**config.mk**
```make
export PLATFORM = sky130hd
export DESIGN_NAME = mux_scan_ctrl_flat
export DESIGN_NICKNAME = d
export VERILOG_FILES = /design/src/rtl/mux_scan_if.sv /design/src/rtl/mux_scan_ctrl.sv /design/src/flat_wrapper.sv
export SDC_FILE = /design/constraint.sdc
export NUM_CORES = 1
export LEC_CHECK = 0
export CORE_ASPECT_RATIO = 0.9
export CORE_MARGIN = 1
export CORE_UTILIZATION = 29
export CTS_CLUSTER_SIZE = 12
export DETAILED_ROUTE_END_ITERATION = 7
export DONT_BUFFER_PORTS = 1
export HOLD_SLACK_MARGIN = 0.08
export SETUP_SLACK_MARGIN = 0.3
export SYNTH_ARGS = -nofsm -noshare
export SYNTH_HDL_FRONTEND = slang
export SYNTH_SLANG_ARGS = --single-unit
export TNS_END_PERCENT = 1
```
**constraint.sdc**
```tcl
create_clock -name clk -period 1.7 [get_ports clk]
set_input_delay 0.255 -clock clk [delete_from_list [all_inputs] [get_ports clk]]
set_output_delay 0.255 -clock clk [all_outputs]
set_load 0.005 [all_outputs]
```
**src/rtl/mux_scan_if.sv**
```systemverilog
// Frame-scan bus between mux_scan_ctrl and its mux/consumer side.
// With SCAN_PARITY_EN defined the bus also carries frame_par.
interface mux_scan_if;
  logic       scan_en;
  logic [3:0] ch_mask;
  logic       s0;
  logic       s1;
  logic       y;
  logic [3:0] frame;
  logic       frame_valid;
  logic       frame_ready;
  logic       busy;
`ifdef SCAN_PARITY_EN
  logic       frame_par;
`endif

  modport master (
    input  scan_en, ch_mask, y, frame_ready,
    output s0, s1, frame, frame_valid, busy
`ifdef SCAN_PARITY_EN
    , output frame_par
`endif
  );

  modport slave (
    output scan_en, ch_mask, y, frame_ready,
    input  s0, s1, frame, frame_valid, busy
`ifdef SCAN_PARITY_EN
    , input frame_par
`endif
  );
endinterface

```
**src/rtl/mux_scan_ctrl.sv**
```systemverilog
// Scans the enabled channels of a 4:1 mux and delivers the samples as a 4-bit frame.
// Optional feature macro: SCAN_PARITY_EN adds a registered frame_par = ^frame.
module mux_scan_ctrl #(
  parameter int SETTLE_CYCLES = 2,
  parameter int CNT_W         = 4
) (
  input logic      clk,
  input logic      rst_n,
  mux_scan_if.master bus
);

  typedef enum logic [1:0] {IDLE, SETTLE, SAMPLE, OUTPUT} state_t;

  state_t           r_state;
  state_t           w_state_nxt;
  logic [3:0]       r_mask_q;
  logic [3:0]       r_shadow;
  logic [3:0]       r_frame;
  logic             r_frame_valid;
  logic [1:0]       r_ch;
  logic [CNT_W-1:0] r_cnt;
  logic [3:0]       w_above;
  logic             w_start;
  logic             w_sample;
  logic             w_load_frame;
`ifdef SCAN_PARITY_EN
  logic             r_frame_par;
`endif

  function automatic logic [1:0] low_bit(input logic [3:0] m);
    logic [1:0] lb;
    lb = 2'd0;
    for (int i = 3; i >= 0; i--) begin
      if (m[i]) lb = 2'(i);
    end
    return lb;
  endfunction

  // Mask bits strictly above ch; 2<<3 wraps to 0 in 4 bits, leaving nothing above channel 3.
  function automatic logic [3:0] bits_above(input logic [3:0] m, input logic [1:0] ch);
    logic [3:0] thr;
    thr = (4'd2 << ch) - 4'd1;
    return m & ~thr;
  endfunction

  assign w_above = bits_above(r_mask_q, r_ch);

  always_ff @(posedge clk or negedge rst_n) begin
    if (!rst_n) r_state <= IDLE;
    else        r_state <= w_state_nxt;
  end

  always_comb begin
    w_state_nxt  = r_state;
    w_start      = 1'b0;
    w_sample     = 1'b0;
    w_load_frame = 1'b0;
    case (r_state)
      IDLE: begin
        if (bus.scan_en && (bus.ch_mask != 4'd0)) begin
          w_start     = 1'b1;
          w_state_nxt = SETTLE;
        end
      end
      SETTLE: begin
        if (r_cnt == CNT_W'(1)) w_state_nxt = SAMPLE;
      end
      SAMPLE: begin
        w_sample    = 1'b1;
        w_state_nxt = (w_above != 4'd0) ? SETTLE : OUTPUT;
      end
      OUTPUT: begin
        if (!r_frame_valid || bus.frame_ready) begin
          w_load_frame = 1'b1;
          w_state_nxt  = IDLE;
        end
      end
      default: w_state_nxt = IDLE;
    endcase
  end

  always_ff @(posedge clk or negedge rst_n) begin
    if (!rst_n) begin
      r_mask_q <= 4'd0;
      r_shadow <= 4'd0;
      r_ch     <= 2'd0;
      r_cnt    <= '0;
    end else if (w_start) begin
      r_mask_q <= bus.ch_mask;
      r_shadow <= 4'd0;
      r_ch     <= low_bit(bus.ch_mask);
      r_cnt    <= CNT_W'(SETTLE_CYCLES);
    end else if (r_state == SETTLE) begin
      r_cnt <= r_cnt - CNT_W'(1);
    end else if (w_sample) begin
      r_shadow[r_ch] <= bus.y;
      if (w_above != 4'd0) begin
        r_ch  <= low_bit(w_above);
        r_cnt <= CNT_W'(SETTLE_CYCLES);
      end
    end
  end

  // A load in the same cycle as a transfer keeps valid high with the new frame.
  always_ff @(posedge clk or negedge rst_n) begin
    if (!rst_n) begin
      r_frame       <= 4'd0;
      r_frame_valid <= 1'b0;
`ifdef SCAN_PARITY_EN
      r_frame_par   <= 1'b0;
`endif
    end else if (w_load_frame) begin
      r_frame       <= r_shadow;
      r_frame_valid <= 1'b1;
`ifdef SCAN_PARITY_EN
      r_frame_par   <= ^r_shadow;
`endif
    end else if (r_frame_valid && bus.frame_ready) begin
      r_frame_valid <= 1'b0;
    end
  end

  assign bus.s0          = r_ch[0];
  assign bus.s1          = r_ch[1];
  assign bus.frame       = r_frame;
  assign bus.frame_valid = r_frame_valid;
  assign bus.busy        = (r_state != IDLE);
`ifdef SCAN_PARITY_EN
  assign bus.frame_par   = r_frame_par;
`endif

endmodule

```
**src/flat_wrapper.sv**
```systemverilog
// flat-port wrapper written by rule: the top's interface ports become plain ports
module mux_scan_ctrl_flat 
#(
  parameter int SETTLE_CYCLES = 2,
  parameter int CNT_W         = 4
)
  (clk, rst_n, bus_scan_en, bus_ch_mask, bus_y, bus_frame_ready, bus_s0, bus_s1, bus_frame, bus_frame_valid, bus_busy);
  mux_scan_if bus_i ();
  input logic clk;
  input logic rst_n;
  input wire logic [$bits(bus_i.scan_en)-1:0] bus_scan_en;
  input wire logic [$bits(bus_i.ch_mask)-1:0] bus_ch_mask;
  input wire logic [$bits(bus_i.y)-1:0] bus_y;
  input wire logic [$bits(bus_i.frame_ready)-1:0] bus_frame_ready;
  output wire logic [$bits(bus_i.s0)-1:0] bus_s0;
  output wire logic [$bits(bus_i.s1)-1:0] bus_s1;
  output wire logic [$bits(bus_i.frame)-1:0] bus_frame;
  output wire logic [$bits(bus_i.frame_valid)-1:0] bus_frame_valid;
  output wire logic [$bits(bus_i.busy)-1:0] bus_busy;
  assign bus_i.scan_en = bus_scan_en;
  assign bus_i.ch_mask = bus_ch_mask;
  assign bus_i.y = bus_y;
  assign bus_i.frame_ready = bus_frame_ready;
  assign bus_s0 = bus_i.s0;
  assign bus_s1 = bus_i.s1;
  assign bus_frame = bus_i.frame;
  assign bus_frame_valid = bus_i.frame_valid;
  assign bus_busy = bus_i.busy;
  mux_scan_ctrl #(.SETTLE_CYCLES(SETTLE_CYCLES), .CNT_W(CNT_W)) u_core (.clk(clk), .rst_n(rst_n), .bus(bus_i));
endmodule
```
==> key figures <==
Logic synthesis
  – Share of the synthesized area in the top cell type: 41.80%
  – Syn Area/Cell: 9.978 µm²
  – Mapped Nets: between 100 and 150
  – Seq/Total Area, Yosys: 41.80%
  – Number of synthesized flops with an enable pin: 0
  – Cell accounting for the most synthesized area: dfrtp_1
  – Ys flop type: dfrtp_1
  – Largest family of logic cells by synthesized area: compound AO/OA/AOI/OAI gates
  – Synth top area cells: dfrtp_1 (42%), ha_1 (7.3%), mux2_2 (6.6%), nand3_1 (3.8%), inv_1 (3.4%)
  – Multiplexer area fraction after synthesis: 6.583%
  – Synth Area in Compound Gates: 21.73%
  – Synth unique cells: 35
  – Number of synthesized register bits: 20
  – Async set-or-reset flop fraction in the synthesized netlist: 100.0%
  – Mapped Area: about 0.0012 mm²
  – Adder-Cell Fraction of Synth Area: 7.315%
  – Yosys warning count: 0
  – Post-Synth Simple-Gate Area: between 10% and 20%
  – Synth Area in XOR/XNOR: 0%
  – Post-Syn Instances: 120

Layout
  – Register area: 501.7 µm²
  – Area Overhead vs Synth: 13.58%
  – Number of fill cells: 386
  – Fin nets: 145
  – ANT cells: 0
  – Layout cells sized above 1: 21.88%
  – Multi-input logic area: 634.4 µm²
  – Final core utilization: 35.45%
  – Layout Cells excl Fill: 174

Routing
  – Vias post-DR: 950
  – Routed Antenna Nets: 0
  – DRC: 0
  – Via-to-Cell Ratio: 5.460
  – Iteration-0 DRC Markers: 24
  – Drt pass-1 iters: 4
  – Post-DR wirelength/cell: 15.31 µm
  – Final wirelength: 2664 µm

Run
  – Max-cap violations: 0

Worst setup path
  – Cells along the critical path: inv_2, ha_1, or3b_1, a222oi_1, buf_4, a21oi_2, a31oi_1
  – Crit path capture type: register
  – Critical path arrival: 1.86 ns
  – Nature of the critical path startpoint: register
  – Crit Path Class: register to register
  – Peak fanout along the critical path: 4
  – CP max-delay cell: dfrtp_1
  – Worst path required time: 1.88 ns
  – CP max stage delay: 0.40 ns

Die
  – Die X: 69.73 µm
  – Core ar.: 0.003836 mm²
  – Ports: 17
  – Placement Rows: 21
  – Die area: ~0.0044 mm²
  – Initial Utilization: 31.21%
  – Die Y-Extent: 62.96 µm

Global routing
  – GR Overflow Total: 0
  – Global-route wire length before repair: 4609 µm
  – Initial antenna violation count: 0
  – Vias in the first global route: 1,001
  – All-Layer GR Usage: 13.19%
  – Largest net degree at the start of global routing: 21

Place
  – Buffers on Ports: 0
  – Placed Cells: 166
  – Placer Congestion: 0.8380
  – Final HPWL DP: roughly 2000 µm

Clocking
  – Clock Tree Root: clkbuf_8
  – Htree depth: 1
  – CTS tree: built
  – CTS sink count: 20
  – CTS Buf Count: 3
  – CTS clk-pin slew, worst paths: 0.08 ns
  – Clk_lat worst skew: 0.26 ns
  – Longest Clk Path Bufs: 2

STA
  – Final Setup Violations: 0
  – Clk_skew: about 0.00070 ns
  – Slew HR: approximately 37%
  – Fin. Hold Viols: 0
  – Crit path time final: 1.681 ns
  – Final period utilization: a little over nine tenths
  – Worst hold margin: 0.1166 ns
  – Slew Viols, Final: 0
  – Worst Tran Pin Value: 0.9407 ns
  – F_max: 595.0 MHz
  – Setup repair after global routing missed its margin: yes

Pwr
  – Pwr Total: 2609 µW
  – Worst vdd ir: 0.0007587 V
  – Pleak: 0.0006018 µW
  – PwrDens: 1918 mW/mm²

Status
  – Status: complete, no violations

Min path
  – Worst min path class: input port to register
-- flip-flops by register name (all words and copies together) (netlist names) --
name                    flops
u_core.r_shadow             4
u_core.r_ch                 2
u_core.r_mask_q             3
u_core.bus.frame_valid      1
u_core.r_state              2
u_core.bus.frame            4
u_core.r_cnt                4
-- cell type report --
cell class | count | area share (%)
Inverter | 11 | 3.036
Tap cell | 46 | 4.232
Clock buffer | 4 | 4.048
Sequential cell | 20 | 36.89
Multi-Input combinational cell | 84 | 46.64
Timing Repair Buffer | 9 | 5.152
-- cell usage after synthesis (all sizes together) (2+ instances only) --
cell type and count:
o21bai 2, o21ai 5, mux2 7, nand3 9, a21o 4, nor3 4
inv 11, a21oi 5, and3 2, o2111ai 2, clkbuf 3, a31oi 3
nor2 4, ha 7, nand2b 4, buf 2, o211ai 4, nand2 6
nor2b 4, dfrtp 20, a32o 4
-- through the flow --
| stage | cell area, µm² | TNS [ns] | setup slack (ns) |
|---|---|---|---|
| finish | 1360 | 0 | 0.01925 |
| global route | 1360 | -0.09123 | -0.06754 |
| CTS | 1356 | 0 | 0.04283 |
| detailed placement | 1265 | -0.07477 | -0.05819 |
| global placement | 1265 | 0 | 0.01900 |
| floorplan | 1197 | 0 | 0.09269 |
-- worst paths after layout --
kind                                           startpoint                               to  slack (ns)  cells past startpoint
max                           u_core.r_cnt[1]$_DFFE_PN0P_    u_core.r_state[1]$_DFFE_PN0P_        0.02                      7
min                                        bus_ch_mask[1]   u_core.r_mask_q[1]$_DFFE_PN0N_        0.12                      2
max reg2reg                   u_core.r_cnt[1]$_DFFE_PN0P_    u_core.r_state[1]$_DFFE_PN0P_        0.02                      7
min reg2reg                u_core.r_shadow[3]$_DFFE_PN0P_   u_core.r_shadow[3]$_DFFE_PN0P_        0.51                      1
max in group asynchronous                           rst_n    u_core.r_state[1]$_DFFE_PN0P_        0.49                      1
min in group asynchronous                           rst_n  u_core.bus.frame[2]$_DFFE_PN0P_        0.58                      1
-- repair_timing --
| item | 4_1_cts | 5_1_grt |
|---|---|---|
| resized for setup | 2 | 2 |
| setup buffers | 3 | 0 |
| hold buffers | 1 | 0 |
| pin swaps | 1 | 3 |
| endpoints found under the setup margin | 15 | 20 |
| gates cloned | 0 | 0 |
| endpoints found under the hold margin | 20 | 0 |
-- placed cells by master, fill, tap and decap left out --
master,instances
a32o_1,3
a31oi_1,3
nor2_1,4
and3_4,1
a222oi_1,1
inv_1,10
or3b_1,1
o31a_1,1
and3_1,1
buf_4,8
a2bb2oi_1,1
a311oi_1,1
nand2b_1,4
nor2b_1,4
nand2_1,5
nor3_4,1
clkbuf_8,4
a21o_1,4
dfrtp_2,1
o21bai_1,1
o221ai_1,1
mux2_2,7
ha_1,7
o21ai_0,4
o41ai_1,1
nor3_1,3
inv_2,1
a32o_2,1
nand2_2,1
o21bai_2,1
or4_4,1
dlygate4sd3_1,1
o21ai_1,1
nand3_1,9
o2111ai_1,2
dfrtp_1,19
a21oi_2,1
o211ai_1,4
a21oi_1,4
-- routing by layer --
layer	GRT usage, %	part of all wire [%]
met1	16.70	47
met2	21.97	47
met3	2.419	3.7
met4	5.750	1.7
met5	0	0
-- logic make-up after synthesis --
family | count (synthesis)
AO/OA/AOI/OAI | 35
flip-flops | 20
buffers and inverters | 16
adder cells (fa/ha/maj) | 7
AND/OR/NAND/NOR | 35
multiplexers | 7
-- critical path: cells and delay by family, from the launching register on --
kind                     cells  cell delay (ns)
buffers and inverters        2             0.25
AND/OR/NAND/NOR              1             0.33
flip-flops                   1             0.40
AO/OA/AOI/OAI                3             0.49
adder cells (fa/ha/maj)      1             0.12
-- where the power goes --
part	switching, µW	internal (µW)	leakage [µW]
Clock	164	206	0.0000288
Sequential	238	694	0.000252
Combinational	693	613	0.000321
No activity file was read; power rests on OpenSTA's default activity.
==> patch 1 (config.mk and constraints unchanged) <==
`CNT_W` is set to 4 in 2 places; all go to 3.
--- a/src/rtl/mux_scan_ctrl.sv
+++ b/src/rtl/mux_scan_ctrl.sv
@@ -2,7 +2,7 @@
 // Optional feature macro: SCAN_PARITY_EN adds a registered frame_par = ^frame.
 module mux_scan_ctrl #(
   parameter int SETTLE_CYCLES = 2,
-  parameter int CNT_W         = 4
+  parameter int CNT_W         = 3
 ) (
   input logic      clk,
   input logic      rst_n,
--- a/src/flat_wrapper.sv
+++ b/src/flat_wrapper.sv
@@ -2,7 +2,7 @@
 module mux_scan_ctrl_flat 
 #(
   parameter int SETTLE_CYCLES = 2,
-  parameter int CNT_W         = 4
+  parameter int CNT_W         = 3
 )
   (clk, rst_n, bus_scan_en, bus_ch_mask, bus_y, bus_frame_ready, bus_s0, bus_s1, bus_frame, bus_frame_valid, bus_busy);
   mux_scan_if bus_i ();
Formal check against the unedited RTL: no difference found for any inputs over 10 cycles, from zero or initial values and one cycle with rst_n low; that may be too few to reach the edited logic, so the function may still have changed.
==> patch 1 against the original RTL <==
Cell area shrank 8.3%; non-clock buffer count shrank 3; worst hold slack improved by 0.0072 ns; worst setup slack better by 0.22 ns; clock skew grew 0.0014 ns; synthesized cell count decreased by 6.7%; total power shrank 14%; first-iteration DRC count down 13%; wire length down 13%; sequential power shrank 13%; sequential cell count down 1; area after synthesis down 8.7%; critical path type unchanged; critical endpoint unchanged; largest power group unchanged.
==> patch 1: results <==
grt:
  grt_pass1_wl_um: 3800
  grtUsageTotal_pct: 13.1
  grt_max_degree: 20
  grt_pass1_vias: 813
power:
  power.leakage_nw: 0.527
  max-vdd-ir-drop_mv: 0.734
route:
  wl_per_cell_um: 14.3
  drtIter0Drc: 21
  routed_wl_um: 2330
yosys:
  syn_area_per_cell_um2: 9.76
  seq_area_frac_synth_pct: 43.5
  synth_area_leaders: "dfrtp_1, ha_1, inv_1, o21ai_0, nand2_1"
  synth.distinct_cells: 34
  synthTopCellsByCount: "dfrtp_1, inv_1, nand2_1"
  muxShareOfSynthArea_pct: 3.09
  synthAdderAreaFrac_pct: 9.15
  syn-num-nets: 129
  synth-compound-area-share_pct: 21.1
timing:
  worst_slew_pin_slew_ns: 0.883
  fin_skew_ns: 0.00212
finish:
  seq_area_um2: 478
  final_nets: 137
  drive_above_1_share_pct: 18.5
setup_path:
  cp_max_fo: 5
  critPathArrivalTime_ns: 1.61
placed_design:
  pre_cts_slack_ns: 0.0272
  dp.cells: 156
  place_area_um2: 1170
status:
  outcome: "complete, no violations"
-- patch 1: cell types whose count changed after synthesis, moves of 4 or more --
cell,delta
o21ai_0,+4
nand3_1,-4
mux2_2,-7
a21o_1,-4
-- patch 1: logic make-up (layout without fill, tap and decap cells) --
| logic type | after synthesis | count (layout) |
|---|---|---|
| multiplexers | 3 | 3 |
| flip-flops | 19 | 19 |
| buffers and inverters | 17 | 24 |
| adder cells (fa/ha/maj) | 8 | 8 |
| AO/OA/AOI/OAI | 34 | 34 |
| AND/OR/NAND/NOR | 31 | 31 |
-- patch 1: critical path, cell delays in order (launching register included) --
cell,delay (ns)
dfrtp_2,0.42
inv_2,0.08
ha_4,0.18
a222oi_1,0.30
buf_4,0.18
o311a_1,0.15
nor2_1,0.04
-- patch 1: final timing paths --
check	startpoint	endpoint	slack, ns	depth (start not counted)
max	u_core.r_state[0]	u_core.r_state[1]	0.24	6
min	bus_ch_mask[1]	u_core.r_mask_q[1]	0.12	1
max reg2reg	u_core.r_state[0]	u_core.r_state[1]	0.24	6
min reg2reg	u_core.bus.frame[3]	u_core.bus.frame[3]	0.50	2
max in group asynchronous	rst_n	u_core.r_ch[1]	0.54	1
min in group asynchronous	rst_n	u_core.r_state[1]	0.56	1
-- patch 1: final cells by class --
class / instances / area share (%)
multi-input combinational: 76 / 45.5
sequential: 19 / 38.3
tap: 44 / 4.41
inverter: 14 / 4.21
timing repair buffer: 6 / 3.81
clock buffer: 3 / 3.31
clock inverter: 1 / 0.401
-- patch 1: power by group --
| part | leakage (nW) | switching [mW] | internal [mW] |
|---|---|---|---|
| sequential | 0.236 | 0.163 | 0.645 |
| combinational | 0.265 | 0.624 | 0.488 |
| clock | 0.0255 | 0.154 | 0.163 |
| total | 0.527 | 0.942 | 1.30 |
-- patch 1: routing by layer --
| metal | wire length, um | global-route usage (%) | vias to the layer above |
|---|---|---|---|
| met5 | 0 | 0 | - |
| met4 | 23 | 3.65 | 0 |
| met3 | 120 | 5.15 | 4 |
| met2 | 1070 | 20.2 | 18 |
| met1 | 1120 | 16.8 | 403 |
| li1 | - | - | 410 |
-- patch 1: timing repair --
action	4_1_cts	5_1_grt
gates resized for setup	3	1
hold buffers	1	0
hold endpoints to repair	19	0
setup buffers	2	0
pin swaps	1	0
endpoints found under the setup margin	12	12
==> patch 2 (same flow settings) <==
Without the edit above. Encoding of `state_t`: now one-hot (4 bits for 4 states).
--- a/src/rtl/mux_scan_ctrl.sv
+++ b/src/rtl/mux_scan_ctrl.sv
@@ -9,7 +9,7 @@
   mux_scan_if.master bus
 );
 
-  typedef enum logic [1:0] {IDLE, SETTLE, SAMPLE, OUTPUT} state_t;
+  typedef enum logic [3:0] {IDLE = 4'b0001, SETTLE = 4'b0010, SAMPLE = 4'b0100, OUTPUT = 4'b1000} state_t;
 
   state_t           r_state;
   state_t           w_state_nxt;
Formal check against the unedited RTL: no difference found for any inputs over 10 cycles, from zero or initial values and one cycle with rst_n low; not proved beyond that.
==> patch 2 against the original RTL <==
The flow now finishes with violations (setup timing); total power is 17% lower; worst setup slack lost 0.052 ns; wire length is 2.7% lower; worst hold slack better by 0.0022 ns; sequential power shrank 15%; first-iteration DRC count shrank 4.2%; fmax fell by 3.0%; area after synthesis down 0.21%; count of clock-buffer cells in the layout down 1; sequential cell count is 2 higher; global-route usage decreased by 0.25 points; cell area rose by 6.5%.
==> patch 2: results <==
grt:
  antenna_found_initial: 0
  grtUsageTotal_pct: 12.9
  grt_pass1_wl_um: 4550
  grt_pass1_vias: 972
  grt_max_degree: 23
timing:
  setup_violations: 2
  final.setup.worst_slack_ns: -0.0329
  fin_skew_ns: 0.00204
  worst_slew_pin_slew_ns: 1.00
  tns_ns: -0.0627
yosys:
  postSynth.topFlopCell: "dfrtp_1"
  syn-num-nets: 122
  synthTopCellsByCount: "dfrtp_1, nor2_1, mux2_2"
  async_flop_share_pct: 100
  synth_area_leaders: "dfrtp_1, mux2_2, nor2_1, mux2i_1, a311oi_4"
  synth.distinct_cells: 42
  seq_area_frac_synth_pct: 46.2
  syn_area_per_cell_um2: 10.8
  yosysWarnings: 0
setup_path:
  r2r_start: "u_core.r_ch[1]"
  critPathArrivalTime_ns: 1.88
  max_stage_delay_ns: 0.57
  cp_max_fo: 3
  cp_slowest_cell: "or4b_4"
  critical_path.startpoint_type: "flip-flop"
route:
  wl_per_cell_um: 15.3
  drc_errors: 0
  first_pass_iters: 4
  drtIter0Drc: 23
  vias: 904
  routed_wl_um: 2590
status:
  violations: "setup timing"
  outcome: "finished, violations left"
clock_network:
  clockBufferDepth: 2
  post-cts-setup-buffer-count: 0
  clock_latency_ns: 0.26
  h-tree-depth: 1
  cts_buffers: 3
  post_cts_resized: 14
  clk_pin_slew_ns: 0.08
  clockRootBuffer: "clkbuf_8"
  cts_hold_buf: 1
power:
  power.leakage_nw: 0.647
  max-vdd-ir-drop_mv: 0.641
placed_design:
  gp_congestion: 0.834
  dp.cells: 164
  place_area_um2: 1320
  pre_cts_slack_ns: -0.0218
  portBuffers: 0
  dp_hpwl_um: 1900
finish:
  drive_above_1_share_pct: 30.9
  diodes: 0
  fillers: 392
  seq_area_um2: 553
  final_nets: 135
hold_path:
  min_path_type: "input pin to flip-flop"
  hold_start: "bus_ch_mask[2]"
==> patch 2: area by class of cell <==
class	instances	share of cell area, %
Clock inverter	1	2.07
Timing Repair Buffer	14	7.86
Tap cell	46	3.97
Sequential cell	22	38.2
Multi-Input combinational cell	77	43.5
Clock buffer	3	2.85
Inverter	6	1.55
==> patch 2: cell families after synthesis <==
| logic type | synth area share [%] |
|---|---|
| AO/OA/AOI/OAI | 14.5 |
| XOR/XNOR | 1.47 |
| buffers and inverters | 4.82 |
| flip-flops | 46.2 |
| multiplexers | 10.9 |
| AND/OR/NAND/NOR | 20.1 |
| adder cells (fa/ha/maj) | 2.09 |
==> patch 2: critical path, delay by kind of cell, from the launching register on <==
family | cells | cell delay [ns]
AO/OA/AOI/OAI | 1 | 0.28
flip-flops | 1 | 0.40
AND/OR/NAND/NOR | 1 | 0.57
multiplexers | 1 | 0.37
==> patch 2: where the power goes <==
part / total [mW] / switching (mW) / leakage, nW / internal [mW]
combinational: 0.886 / 0.447 / 0.325 / 0.438
clock: 0.483 / 0.168 / 0.0357 / 0.314
sequential: 0.796 / 0.135 / 0.286 / 0.661
==> patch 2: path summary, 6_finish.rpt <==
kind,to,slack (ns),depth (start not counted)
max,u_core.r_ch[0],-0.03,3
min,u_core.r_mask_q[2],0.12,2
max reg2reg,u_core.r_ch[0],-0.03,3
min reg2reg,u_core.bus.frame[1],0.51,1
max in group asynchronous,u_core.r_state[3],0.79,1
min in group asynchronous,u_core.r_shadow[1],0.23,1
==> patch 2: routing by layer <==
layer	vias up	wire length [um]	part of all wire (%)	track usage (%)
li1	424	-	-	-
met4	0	22	0.85	4.75
met3	4	171	6.6	4.03
met1	451	1210	47	16.4
met5	-	0	0	0
met2	25	1180	46	20.8
